<file path="src/rtl/instruction_fetch_unit_pkg.sv">
// Shared types and constants for the instruction fetch unit.
package instruction_fetch_unit_pkg;

  localparam int XLEN = 32;
  localparam int ILEN = 32;
  localparam logic [ILEN-1:0] NOP_INSTR = 32'h0000_0013;

  // One buffered fetch result: the instruction word and where it came from.
  typedef struct packed {
    logic [ILEN-1:0] instr;
    logic [XLEN-1:0] pc;
  } fetch_entry_t;

  // Sequential next word address; wraps naturally at the top of the address space.
  function automatic logic [XLEN-1:0] pc_next(input logic [XLEN-1:0] pc);
    return pc + 32'd4;
  endfunction

endpackage

</file>
<file path="src/rtl/instruction_fetch_unit_if.sv">
// Fetch unit bus: instruction-memory request/response, execute redirect, decode handshake.
interface instruction_fetch_unit_if;
  logic        imem_req_valid;
  logic        imem_req_ready;
  logic [31:0] imem_req_addr;
  logic        imem_rsp_valid;
  logic [31:0] imem_rsp_data;
  logic        redirect_valid;
  logic [31:0] redirect_pc;
  logic        instr_valid;
  logic        instr_ready;
  logic [31:0] instruction;
  logic [31:0] instr_pc;
  logic        fetch_fault;

  // Fetch unit side.
  modport master (
    output imem_req_valid, imem_req_addr, instr_valid, instruction, instr_pc, fetch_fault,
    input  imem_req_ready, imem_rsp_valid, imem_rsp_data, redirect_valid, redirect_pc,
           instr_ready
  );

  // Environment side: instruction memory, execute and decode.
  modport slave (
    input  imem_req_valid, imem_req_addr, instr_valid, instruction, instr_pc, fetch_fault,
    output imem_req_ready, imem_rsp_valid, imem_rsp_data, redirect_valid, redirect_pc,
           instr_ready
  );
endinterface

</file>
<file path="src/rtl/instruction_fetch_unit_fetch_fifo.sv">
// Shift-style instruction buffer: entry 0 is always the head, so the head is a register.
module fetch_fifo
  import instruction_fetch_unit_pkg::*;
#(
  parameter  int DEPTH = 2,
  localparam int CW    = $clog2(DEPTH + 1)
) (
  input  logic          clk,
  input  logic          rst_n,
  input  logic          i_push,
  input  logic          i_pop,
  input  logic          i_flush,
  input  fetch_entry_t  i_data,
  output fetch_entry_t  o_head,
  output logic          o_full,
  output logic          o_empty,
  output logic [CW-1:0] o_count
);

  localparam fetch_entry_t EMPTY_ENTRY = '{instr: NOP_INSTR, pc: 32'h0000_0000};

  fetch_entry_t  r_mem [DEPTH];
  fetch_entry_t  w_mem_next [DEPTH];
  logic [CW-1:0] r_count;
  logic [CW-1:0] w_count_next;
  logic          w_push;
  logic          w_pop;
  int            w_wr_idx;

  // Next buffer contents: shift down on pop, write behind the last valid entry on push.
  always_comb begin
    w_pop        = i_pop && (r_count != '0);
    w_push       = i_push && ((r_count != CW'(DEPTH)) || w_pop);
    w_wr_idx     = w_pop ? (int'(r_count) - 1) : int'(r_count);
    w_count_next = r_count;
    for (int i = 0; i < DEPTH; i++) w_mem_next[i] = r_mem[i];
    if (i_flush) begin
      for (int i = 0; i < DEPTH; i++) w_mem_next[i] = EMPTY_ENTRY;
      w_count_next = '0;
    end else begin
      if (w_pop) begin
        for (int i = 0; i < DEPTH - 1; i++) w_mem_next[i] = r_mem[i + 1];
        w_mem_next[DEPTH-1] = EMPTY_ENTRY;
      end else begin
        w_count_next = r_count;
      end
      if (w_push) begin
        for (int i = 0; i < DEPTH; i++) w_mem_next[i] = (i == w_wr_idx) ? i_data : w_mem_next[i];
      end else begin
        w_count_next = r_count;
      end
      case ({w_push, w_pop})
        2'b10:   w_count_next = r_count + CW'(1);
        2'b01:   w_count_next = r_count - CW'(1);
        default: w_count_next = r_count;
      endcase
    end
  end

  // Buffer storage and occupancy.
  always_ff @(posedge clk or negedge rst_n) begin
    if (!rst_n) begin
      for (int i = 0; i < DEPTH; i++) r_mem[i] <= EMPTY_ENTRY;
      r_count <= '0;
    end else begin
      r_mem   <= w_mem_next;
      r_count <= w_count_next;
    end
  end

  assign o_head  = r_mem[0];
  assign o_count = r_count;
  assign o_empty = (r_count == '0);
  assign o_full  = (r_count == CW'(DEPTH));

endmodule

</file>
<file path="src/rtl/instruction_fetch_unit.sv">
// Instruction fetch: owns the PC, issues credit-limited word reads, buffers responses for
// decode, and handles redirects (including misaligned targets, which halt fetch).
module instruction_fetch_unit
  import instruction_fetch_unit_pkg::*;
#(
  parameter logic [XLEN-1:0] RESET_PC   = 32'h0000_0000,
  parameter int              FIFO_DEPTH = 2
) (
  input logic                     clk,
  input logic                     rst_n,
  instruction_fetch_unit_if.master bus
);

  localparam int CW = $clog2(FIFO_DEPTH + 1);

  logic [XLEN-1:0] r_pc;
  logic [XLEN-1:0] r_rsp_pc;
  logic [CW-1:0]   r_outstanding;
  logic [CW-1:0]   r_drop_cnt;
  logic            r_fault;
  logic            r_req_valid;

  logic            w_fire;
  logic            w_rsp;
  logic            w_redirect;
  logic            w_misaligned;
  logic            w_push;
  logic            w_pop;
  logic            w_fifo_empty;
  logic            w_fifo_full;
  logic [CW-1:0]   w_fifo_count;
  fetch_entry_t    w_head;
  fetch_entry_t    w_push_data;
  logic [CW-1:0]   w_out_next;
  logic [CW-1:0]   w_fifo_cnt_next;
  logic [CW:0]     w_credit_used;
  logic            w_fault_next;
  logic            w_req_valid_next;

  assign w_fire       = r_req_valid & bus.imem_req_ready;
  assign w_rsp        = bus.imem_rsp_valid;
  assign w_redirect   = bus.redirect_valid;
  assign w_misaligned = (bus.redirect_pc[1:0] != 2'b00);
  assign w_pop        = !w_fifo_empty & bus.instr_ready;
  // Responses belonging to squashed requests are counted off by drop_cnt and never pushed.
  assign w_push       = w_rsp & !w_redirect & (r_drop_cnt == '0) & (!w_fifo_full | w_pop);
  assign w_push_data  = '{instr: bus.imem_rsp_data, pc: r_rsp_pc};

  // Next-state credit and fault terms; request valid is registered from the next state.
  always_comb begin
    w_out_next = r_outstanding + CW'(w_fire) - CW'(w_rsp);
    if (w_redirect) begin
      w_fifo_cnt_next = '0;
      w_fault_next    = w_misaligned;
    end else begin
      w_fifo_cnt_next = w_fifo_count + CW'(w_push) - CW'(w_pop);
      w_fault_next    = r_fault;
    end
    w_credit_used    = (CW+1)'(w_out_next) + (CW+1)'(w_fifo_cnt_next);
    w_req_valid_next = !w_fault_next && (w_credit_used < (CW+1)'(FIFO_DEPTH));
  end

  // Credit, drop and fault bookkeeping.
  always_ff @(posedge clk or negedge rst_n) begin
    if (!rst_n) begin
      r_outstanding <= '0;
      r_drop_cnt    <= '0;
      r_fault       <= 1'b0;
      r_req_valid   <= 1'b0;
    end else begin
      r_outstanding <= w_out_next;
      r_fault       <= w_fault_next;
      r_req_valid   <= w_req_valid_next;
      if (w_redirect) begin
        // Everything still in flight after this cycle belongs to the old stream.
        r_drop_cnt <= w_out_next;
      end else if (w_rsp && (r_drop_cnt != '0)) begin
        r_drop_cnt <= r_drop_cnt - CW'(1);
      end else begin
        r_drop_cnt <= r_drop_cnt;
      end
    end
  end

  // Request PC and the PC tag of the next response to be buffered.
  always_ff @(posedge clk or negedge rst_n) begin
    if (!rst_n) begin
      r_pc     <= RESET_PC;
      r_rsp_pc <= RESET_PC;
    end else if (w_redirect) begin
      r_pc     <= {bus.redirect_pc[XLEN-1:2], 2'b00};
      r_rsp_pc <= {bus.redirect_pc[XLEN-1:2], 2'b00};
    end else begin
      if (w_fire) r_pc <= pc_next(r_pc);
      else        r_pc <= r_pc;
      if (w_push) r_rsp_pc <= pc_next(r_rsp_pc);
      else        r_rsp_pc <= r_rsp_pc;
    end
  end

  fetch_fifo #(.DEPTH(FIFO_DEPTH)) u_fifo (
    .clk     (clk),
    .rst_n   (rst_n),
    .i_push  (w_push),
    .i_pop   (w_pop),
    .i_flush (w_redirect),
    .i_data  (w_push_data),
    .o_head  (w_head),
    .o_full  (w_fifo_full),
    .o_empty (w_fifo_empty),
    .o_count (w_fifo_count)
  );

  assign bus.imem_req_valid = r_req_valid;
  assign bus.imem_req_addr  = r_pc;
  assign bus.instr_valid    = !w_fifo_empty;
  assign bus.instruction    = w_head.instr;
  assign bus.instr_pc       = w_head.pc;
  assign bus.fetch_fault    = r_fault;

endmodule

</file>
<file path="src/flat_wrapper.sv">
// flat-port wrapper written by rule: the top's interface ports become plain ports
module instruction_fetch_unit_flat import instruction_fetch_unit_pkg::*;
#(
  parameter logic [XLEN-1:0] RESET_PC   = 32'h0000_0000,
  parameter int              FIFO_DEPTH = 2
)
  (clk, rst_n, bus_imem_req_valid, bus_imem_req_addr, bus_instr_valid, bus_instruction, bus_instr_pc, bus_fetch_fault, bus_imem_req_ready, bus_imem_rsp_valid, bus_imem_rsp_data, bus_redirect_valid, bus_redirect_pc, bus_instr_ready);
  instruction_fetch_unit_if bus_i ();
  input logic clk;
  input logic rst_n;
  output wire logic [$bits(bus_i.imem_req_valid)-1:0] bus_imem_req_valid;
  output wire logic [$bits(bus_i.imem_req_addr)-1:0] bus_imem_req_addr;
  output wire logic [$bits(bus_i.instr_valid)-1:0] bus_instr_valid;
  output wire logic [$bits(bus_i.instruction)-1:0] bus_instruction;
  output wire logic [$bits(bus_i.instr_pc)-1:0] bus_instr_pc;
  output wire logic [$bits(bus_i.fetch_fault)-1:0] bus_fetch_fault;
  input wire logic [$bits(bus_i.imem_req_ready)-1:0] bus_imem_req_ready;
  input wire logic [$bits(bus_i.imem_rsp_valid)-1:0] bus_imem_rsp_valid;
  input wire logic [$bits(bus_i.imem_rsp_data)-1:0] bus_imem_rsp_data;
  input wire logic [$bits(bus_i.redirect_valid)-1:0] bus_redirect_valid;
  input wire logic [$bits(bus_i.redirect_pc)-1:0] bus_redirect_pc;
  input wire logic [$bits(bus_i.instr_ready)-1:0] bus_instr_ready;
  assign bus_imem_req_valid = bus_i.imem_req_valid;
  assign bus_imem_req_addr = bus_i.imem_req_addr;
  assign bus_instr_valid = bus_i.instr_valid;
  assign bus_instruction = bus_i.instruction;
  assign bus_instr_pc = bus_i.instr_pc;
  assign bus_fetch_fault = bus_i.fetch_fault;
  assign bus_i.imem_req_ready = bus_imem_req_ready;
  assign bus_i.imem_rsp_valid = bus_imem_rsp_valid;
  assign bus_i.imem_rsp_data = bus_imem_rsp_data;
  assign bus_i.redirect_valid = bus_redirect_valid;
  assign bus_i.redirect_pc = bus_redirect_pc;
  assign bus_i.instr_ready = bus_instr_ready;
  instruction_fetch_unit #(.RESET_PC(RESET_PC), .FIFO_DEPTH(FIFO_DEPTH)) u_core (.clk(clk), .rst_n(rst_n), .bus(bus_i));
endmodule
</file>
<file path="config.mk">
export PLATFORM = sky130hd
export DESIGN_NAME = instruction_fetch_unit_flat
export DESIGN_NICKNAME = d
export VERILOG_FILES = /design/src/rtl/instruction_fetch_unit_pkg.sv /design/src/rtl/instruction_fetch_unit_if.sv /design/src/rtl/instruction_fetch_unit_fetch_fifo.sv /design/src/rtl/instruction_fetch_unit.sv /design/src/flat_wrapper.sv
export SDC_FILE = /design/constraint.sdc
export NUM_CORES = 1
export LEC_CHECK = 0
export ABC_AREA = 1
export CORE_ASPECT_RATIO = 2
export CORE_MARGIN = 5
export CORE_UTILIZATION = 40
export DETAILED_ROUTE_END_ITERATION = 8
export GPL_TIMING_DRIVEN = 0
export PLACE_DENSITY = 0.68
export SLEW_MARGIN = 30
export SYNTH_ARGS = -nofsm -noshare
export SYNTH_HDL_FRONTEND = slang
export SYNTH_SLANG_ARGS = --single-unit
export TNS_END_PERCENT = 1
</file>
<file path="constraint.sdc">
create_clock -name clk -period 6 [get_ports clk]
set_input_delay 0.6 -clock clk [delete_from_list [all_inputs] [get_ports clk]]
set_output_delay 0.6 -clock clk [all_outputs]
set_load 0.005 [all_outputs]
</file>
# Word-level counts from Yosys, hierarchy flattened
# Cells that the tools add are included.
totals:
  ff_bits: 200
  latch_bits: 0
  ramBits: 0
  mem_bits_ro: 0
  input_bits: 70
  output_inout_bits: 99
  wordCells: 69
  mem_count: 0
classes:
  n_addsub: 11
  multipliers: 0
  n_div: 0
  order_cmp: 1
  n_eq_ne: 5
  n_shift: 0
  mux: 16
  bitwise_logic: 6
  reduce_logical: 19
ops:
  columns: ["cell", "count"]
  rows:
  - ["$mux 128", 3]
  - ["$mux 32", 5]
  - ["$mux 64", 2]
  - ["$add 32x3->32 const B", 2]
  - ["$eq 2x32->1 const A", 1]
  - ["$logic_not 32->1", 1]
  - ["$reduce_bool 2->1", 6]
  - ["$mux 2", 4]
  - ["$and 1x1->1", 5]
  - ["$add 2x1->2", 2]
  - ["$eq 2x2->1 const B", 2]
  - ["$logic_and 1x1->1", 4]
  - ["$logic_not 1->1", 4]
  - ["$logic_not 2->1", 2]
  - ["$pmux 2 s2", 1]
  - ["$sub 2x1->2", 2]
  - ["$sub 2x1->2 const B", 2]
  - ["$add 2x2->3", 1]
  - ["$lt 3x2->1 const B", 1]
  - ["$reduce_bool 3->1", 1]
  - ["$sub 2x1->3 const B", 1]
  - ["$add 2x1->2 const B", 1]
  - ["$eq 2x1->1 const B", 1]
  - ["$ne 2x2->1 const B", 1]
  - ["3 further kinds", 3]

# Logic depth before layout (Yosys ltp)
logic_depth:
  word_depth: 11
  depth_mapped: 13

# Cells and area by module
# From an unflattened synthesis, not the netlist that was laid out.
unflattened:
  cells_unflattened: 1826
  area_unflattened_um2: 12095.4
modules_own_cells:
  columns: ["mod", "instances", "cells_per_inst", "area_each_um2", "seq_area_each_um2"]
  rows:
  - ["fetch_fifo", 1, 1118, 7364.6, 3260.6]
  - ["instruction_fetch_unit", 1, 708, 4730.8, 1651.6]

# Worst setup path before layout
# OpenSTA, ideal clock, no wires.
synth_timing:
  kind: "reg-to-reg"
  startpoint: "register u_core.u_fifo.r_count[0], in the netlist u_core.u_fifo.o_count[0]"
  endpoint: "register u_core.r_req_valid, in the netlist u_core.bus.imem_req_valid"
  arrival_ns: 2.423
  required_ns: 5.914
  setup_slack_ns: 3.491
  path_stages_with_launch: 14
  n_path_buf: 1
  path_cell_list: "dfrtp_1 inv_1 ha_1 inv_2 nand2_2 inv_2 clkbuf_1 ha_1 inv_1 ha_1 xor2_1 nor2_1 fa_1 nor3_1"
synth_between:
  elab_chain_cells: 11
  elab_cells_between_ends: 13
  classes_between: "3 x add/sub; 1 x order compare; 1 x eq/ne; 1 x mux; 3 x bitwise; 4 x reduce/logical"
synth_rtl:
  columns: ["item", "line", "text"]
  rows:
  - ["start: declaration", "instruction_fetch_unit_fetch_fifo.sv:24", "logic [CW-1:0] r_count;"]
  - ["start signal: assignment", "instruction_fetch_unit_fetch_fifo.sv:67", "r_count <= w_count_next;"]
  - ["$logic_not 2->1 *", "instruction_fetch_unit_fetch_fifo.sv:73", "assign o_empty = (r_count == '0);"]
  - ["$logic_not 1->1 *", null, null]
  - ["via bus_instr_valid", "flat_wrapper.sv:13", "output wire logic [$bits(bus_i.instr_valid)-1:0] bus_instr_valid;"]
  - ["$and 1x1->1 *", "instruction_fetch_unit.sv:44", "assign w_pop = !w_fifo_empty & bus.instr_ready;"]
  - ["$or 1x1->1", "instruction_fetch_unit.sv:46", "assign w_push = w_rsp & !w_redirect & (r_drop_cnt == '0) & (!w_fifo_full | w_pop);"]
  - ["$and 1x1->1", "instruction_fetch_unit.sv:46", null]
  - ["$add 2x1->2", "instruction_fetch_unit.sv:56", "w_fifo_cnt_next = w_fifo_count + CW'(w_push) - CW'(w_pop);"]
  - ["$sub 2x1->2 *", "instruction_fetch_unit.sv:56", null]
  - ["$mux 2 *", "instruction_fetch_unit.sv:52", "if (w_redirect) begin"]
  - ["$add 2x2->3 *", "instruction_fetch_unit.sv:59", "w_credit_used = (CW+1)'(w_out_next) + (CW+1)'(w_fifo_cnt_next);"]
  - ["$lt 3x2->1 *", "instruction_fetch_unit.sv:60", "w_req_valid_next = !w_fault_next && (w_credit_used < (CW+1)'(FIFO_DEPTH));"]
  - ["$logic_and 1x1->1 *", "instruction_fetch_unit.sv:60", null]
  - ["via u_core.w_req_valid_next", "instruction_fetch_unit.sv:38", "logic w_req_valid_next;"]
  - ["end signal: assignment", "instruction_fetch_unit.sv:73", "r_req_valid <= w_req_valid_next;"]
  - ["end: declaration", "instruction_fetch_unit.sv:21", "logic r_req_valid;"]
# Mark *: on every way through the listed nets, which the timed path passes. The rest lies on a longest branch.
# A chain may end at the register's enable or synchronous reset.

# Worst setup path in the final report
layout_timing:
  startpoint: "register u_core.u_fifo.r_count[1], in the netlist u_core.u_fifo.o_count[1]"
  endpoint: "register u_core.r_req_valid, in the netlist u_core.bus.imem_req_valid"
layout_between:
  elab_chain_cells: 11
  elab_cells_between_ends: 13
  classes_between: "3 x add/sub; 1 x order compare; 1 x eq/ne; 1 x mux; 3 x bitwise; 4 x reduce/logical"
layout_rtl:
  columns: ["item", "line"]
  rows:
  - ["$logic_not 2->1", "instruction_fetch_unit_fetch_fifo.sv:73"]
  - ["$logic_not 1->1", "instruction_fetch_unit.sv:44"]
  - ["$and 1x1->1", "instruction_fetch_unit.sv:44"]
  - ["$or 1x1->1", "instruction_fetch_unit.sv:46"]
  - ["$and 1x1->1", "instruction_fetch_unit.sv:46"]
  - ["$add 2x1->2", "instruction_fetch_unit.sv:56"]
  - ["$sub 2x1->2 *", "instruction_fetch_unit.sv:56"]
  - ["$mux 2 *", "instruction_fetch_unit.sv:52"]
  - ["$add 2x2->3 *", "instruction_fetch_unit.sv:59"]
  - ["$lt 3x2->1 *", "instruction_fetch_unit.sv:60"]
  - ["$logic_and 1x1->1 *", "instruction_fetch_unit.sv:60"]
  - ["via u_core.w_req_valid_next", "instruction_fetch_unit.sv:38"]
# Marks and branches as above.

==> summary.txt <==
Clock tree
  • Count of hold buffers inserted by post-cts repair: 0
  • CTS clk-pin slew, worst paths: around 0.070 ns
  • Post-CTS setup buffer count: 0
  • CTS tree: yes
  • Total of cells resized after clock tree synthesis: 0
  • Clock Path Buffers: 2
  • Root buffer cell: clkbuf_16
  • H-tree Lvls: 4
  • CTS buffer count: 17
  • CTS sink cnt: 196
  • Worst-Skew Late Latency: between 0.4 and 0.5 ns

Layout
  • Ant. Diodes: 0
  • Layout cells sized above 1: ~9%
  • Final core occ: around half
  • Layout Cells excl Fill: 2,124
  • Fin nets: 1,835
  • Final non-filler cell area: roughly 14,000 µm²
  • Fillers: between 2,000 and 3,000
  • Area Overhead vs Synth: 24.5%

Flow run
  • Max Cap Violations: 0

Floorplan
  • Die ar.: approximately 32,000 µm²
  • IO Count: about 170
  • Die width: 129 µm
  • Die Ht: around 250 µm
  • Placeable Area: about 28,000 µm²
  • Rows: a little under 90
  • Initial Util: roughly two fifths

Logic synthesis
  • Mean post-synth cell area: around 7 µm²
  • Syn Inst Count: 1,568
  • Synthesized flop and latch total: 196
  • Yosys warning count: 0
  • Seq/Total Area, Yosys: a little over two fifths
  • Area of the mapped netlist: between 10,000 and 15,000 µm²
  • Library cells used by synthesis: 38

STA
  • F_max: 325 MHz
  • Clock skew: about 0.013 ns
  • Hold slack: 0.0425 ns
  • Unrepaired setup endpoints after global routing: no
  • Final setup viols: 0
  • Worst-Margin Slew: roughly 0.7 ns
  • Final Hold Violating Endpoints: 0
  • Period utilisation layout: 51.2%
  • Setup ws final: 2.93 ns
  • Relative slew margins: 53.3%
  • Crit path time final: a little over 3 ns
  • Max Transition Viols Final: 0

Worst hold path
  • Worst min path class: input port to asynchronous set/reset pin

Route
  • Antenna-violating nets left: 0
  • Final WL: between 30 and 40 mm
  • Vias/cell: between 4 and 5
  • Via count: 10,600
  • DRC Markers: 0
  • DRT Pass-1 Iters: 5
  • DR WL/cell: 15.8 µm
  • Drt first-iter violations: between 700 and 800

GRT
  • Global-route usage over all layers: 21.6%
  • Initial antenna violation count: 0
  • Largest net degree at the start of global routing: 84
  • Grt total ovfl: 0
  • Vias in the first global route: about 10,000
  • First-pass GRT wire length: about 54 mm

Placed design
  • Number of I/O port buffers: 165
  • Placed Cells incl. Taps: approximately 2,100
  • GP Congestion: between 0.9 and 1
  • Post-DP Area: between 10,000 and 15,000 µm²
  • Post-placement worst setup slack: around 2.6 ns
  • Dpl hpwl: approximately 25 mm

Setup path
  • Max Fanout on Critical Path: 10
  • Critical Path Sink Type: flop
  • Required time of the critical path: 6.37 ns
  • Arrival time worst endpoint: between 3 and 4 ns
  • Critical path class: flop to flop
  • Startpoint Class: flop

Power
  • Pwr dens: 298 nW/µm²
  • Peak VDD IR: 0.000204 V
  • Leak Pwr: between 6 and 7 nW

Outcome
  • Status: finished, final reports clean
## flip-flops by register name, summed over array words and instances (netlist names)
| name | count |
|---|---|
| u_core.r_outstanding | 2 |
| u_core.bus.imem_req_valid | 1 |
| u_core.r_drop_cnt | 2 |
| u_core.bus.fetch_fault | 1 |
| u_core.u_fifo.r_mem | 64 |
| u_core.u_fifo.o_head | 64 |
| u_core.r_rsp_pc | 30 |
| u_core.u_fifo.o_count | 2 |
| u_core.bus.imem_req_addr | 30 |
## final timing paths
check / start / endpoint / slack [ns] / depth (start not counted)
setup / recovery: u_core.u_fifo.o_count[1] / u_core.bus.imem_req_valid / 2.93 / 12
hold / removal: rst_n / u_core.u_fifo.o_head[39] / 0.04 / 1
setup reg to reg: u_core.u_fifo.o_count[1] / u_core.bus.imem_req_valid / 2.93 / 12
hold reg to reg: u_core.u_fifo.r_mem[0] / u_core.u_fifo.r_mem[0] / 0.51 / 2
max in group asynchronous: rst_n / u_core.u_fifo.r_mem[36] / 4.82 / 3
min in group clk: bus_redirect_valid / u_core.bus.fetch_fault / 0.46 / 3
## through the flow
step	power [mW]	TNS [ns]
3_3_place_gp	3.01	-804.75
2_1_floorplan	2.44	0
3_5_place_dp	3.03	0
4_1_cts	4.21	0
6_report	4.18	0
5_1_grt	4.44	0
## where the power goes
part           internal (mW)  switching, mW  total, mW
sequential              1.51          0.198       1.70
clock                  0.631          0.548       1.18
combinational          0.572          0.722       1.29
total                   2.71           1.47       4.18
## cell families (layout without fill, tap and decap cells)
group | after synthesis | after routing | synth area share [%]
buffers and inverters | 294 | 493 | 13.1
AO/OA/AOI/OAI | 302 | 302 | 13.9
flip-flops | 196 | 196 | 43.6
adder cells (fa/ha/maj) | 10 | 10 | 1.18
XOR/XNOR | 24 | 24 | 1.87
other | 1 | 2 | 0.0333
AND/OR/NAND/NOR | 741 | 741 | 26.3
## layer usage
layer	vias to the layer above	GRT usage (%)	share of wire, %
met5	-	0	0
met3	50	3.20	5.3
li1	5281	-	-
met4	0	8.53	3.0
met2	337	35.6	49
met1	4935	28.3	43
## layout by cell type (no fill, tap or decap), types with 7 or more instances in the layout
cell type,Yosys,routed
buf_4,75,75
ha_1,9,9
buf_6,7,7
dfrtp_1,190,190
clkbuf_16,0,17
xor2_1,16,16
nand3_1,80,80
buf_2,18,18
inv_1,145,145
clkdlybuf4s50_1,0,164
nor2_1,274,274
o21ai_1,19,19
o21ai_0,193,193
nand2_1,363,363
xnor2_1,8,8
a21oi_1,70,70
clkbuf_1,39,40
o211ai_1,12,12
## final cells by class
type / instances / area (µm²) / area share [%]
clock inverters: 13 / 150 / 1.07
clock buffers: 19 / 443 / 3.16
multi-input cells: 1079 / 4880 / 34.8
plain buffers: 143 / 897 / 6.40
well taps: 356 / 445 / 3.18
inverters: 151 / 574 / 4.10
repair buffers: 167 / 1710 / 12.2
flip-flops and latches: 196 / 4910 / 35.1
## critical path, cell delays in order, from the launching register on
cell and delay, ns:
dfrtp_1 0.43, inv_1 0.09, ha_1 0.20, inv_2 0.07, nand2_2 0.09, a21oi_2 0.16
buf_4 0.22, clkbuf_1 0.51, ha_1 0.26, xor2_1 0.15, nor2_1 0.09, fa_1 0.49
nor3_1 0.22
## synthesized netlist by cell type, drive strengths merged
library cell | count | share of area, %
o221ai | 3 | 0.23
a21oi | 71 | 3.2
fa | 1 | 0.18
nand3 | 82 | 3.9
nand4 | 6 | 0.33
o311ai | 1 | 0.078
dfrtp | 190 | 42
conb | 1 | 0.033
xor2 | 16 | 1.2
nand3b | 4 | 0.27
dfstp | 6 | 1.4
and2 | 1 | 0.056
nand2 | 365 | 12
o211ai | 12 | 0.80
nor3 | 5 | 0.22
clkbuf | 42 | 1.4
xnor2 | 8 | 0.62
ha | 9 | 1.0
nor3b | 1 | 0.067
buf | 101 | 6.5
o21ai | 212 | 9.4
nor2 | 276 | 9.2
inv | 150 | 5.1
a31oi | 3 | 0.17
nand2b | 1 | 0.056
clkinv | 1 | 0.033
No activity file was read; power rests on OpenSTA's default activity.
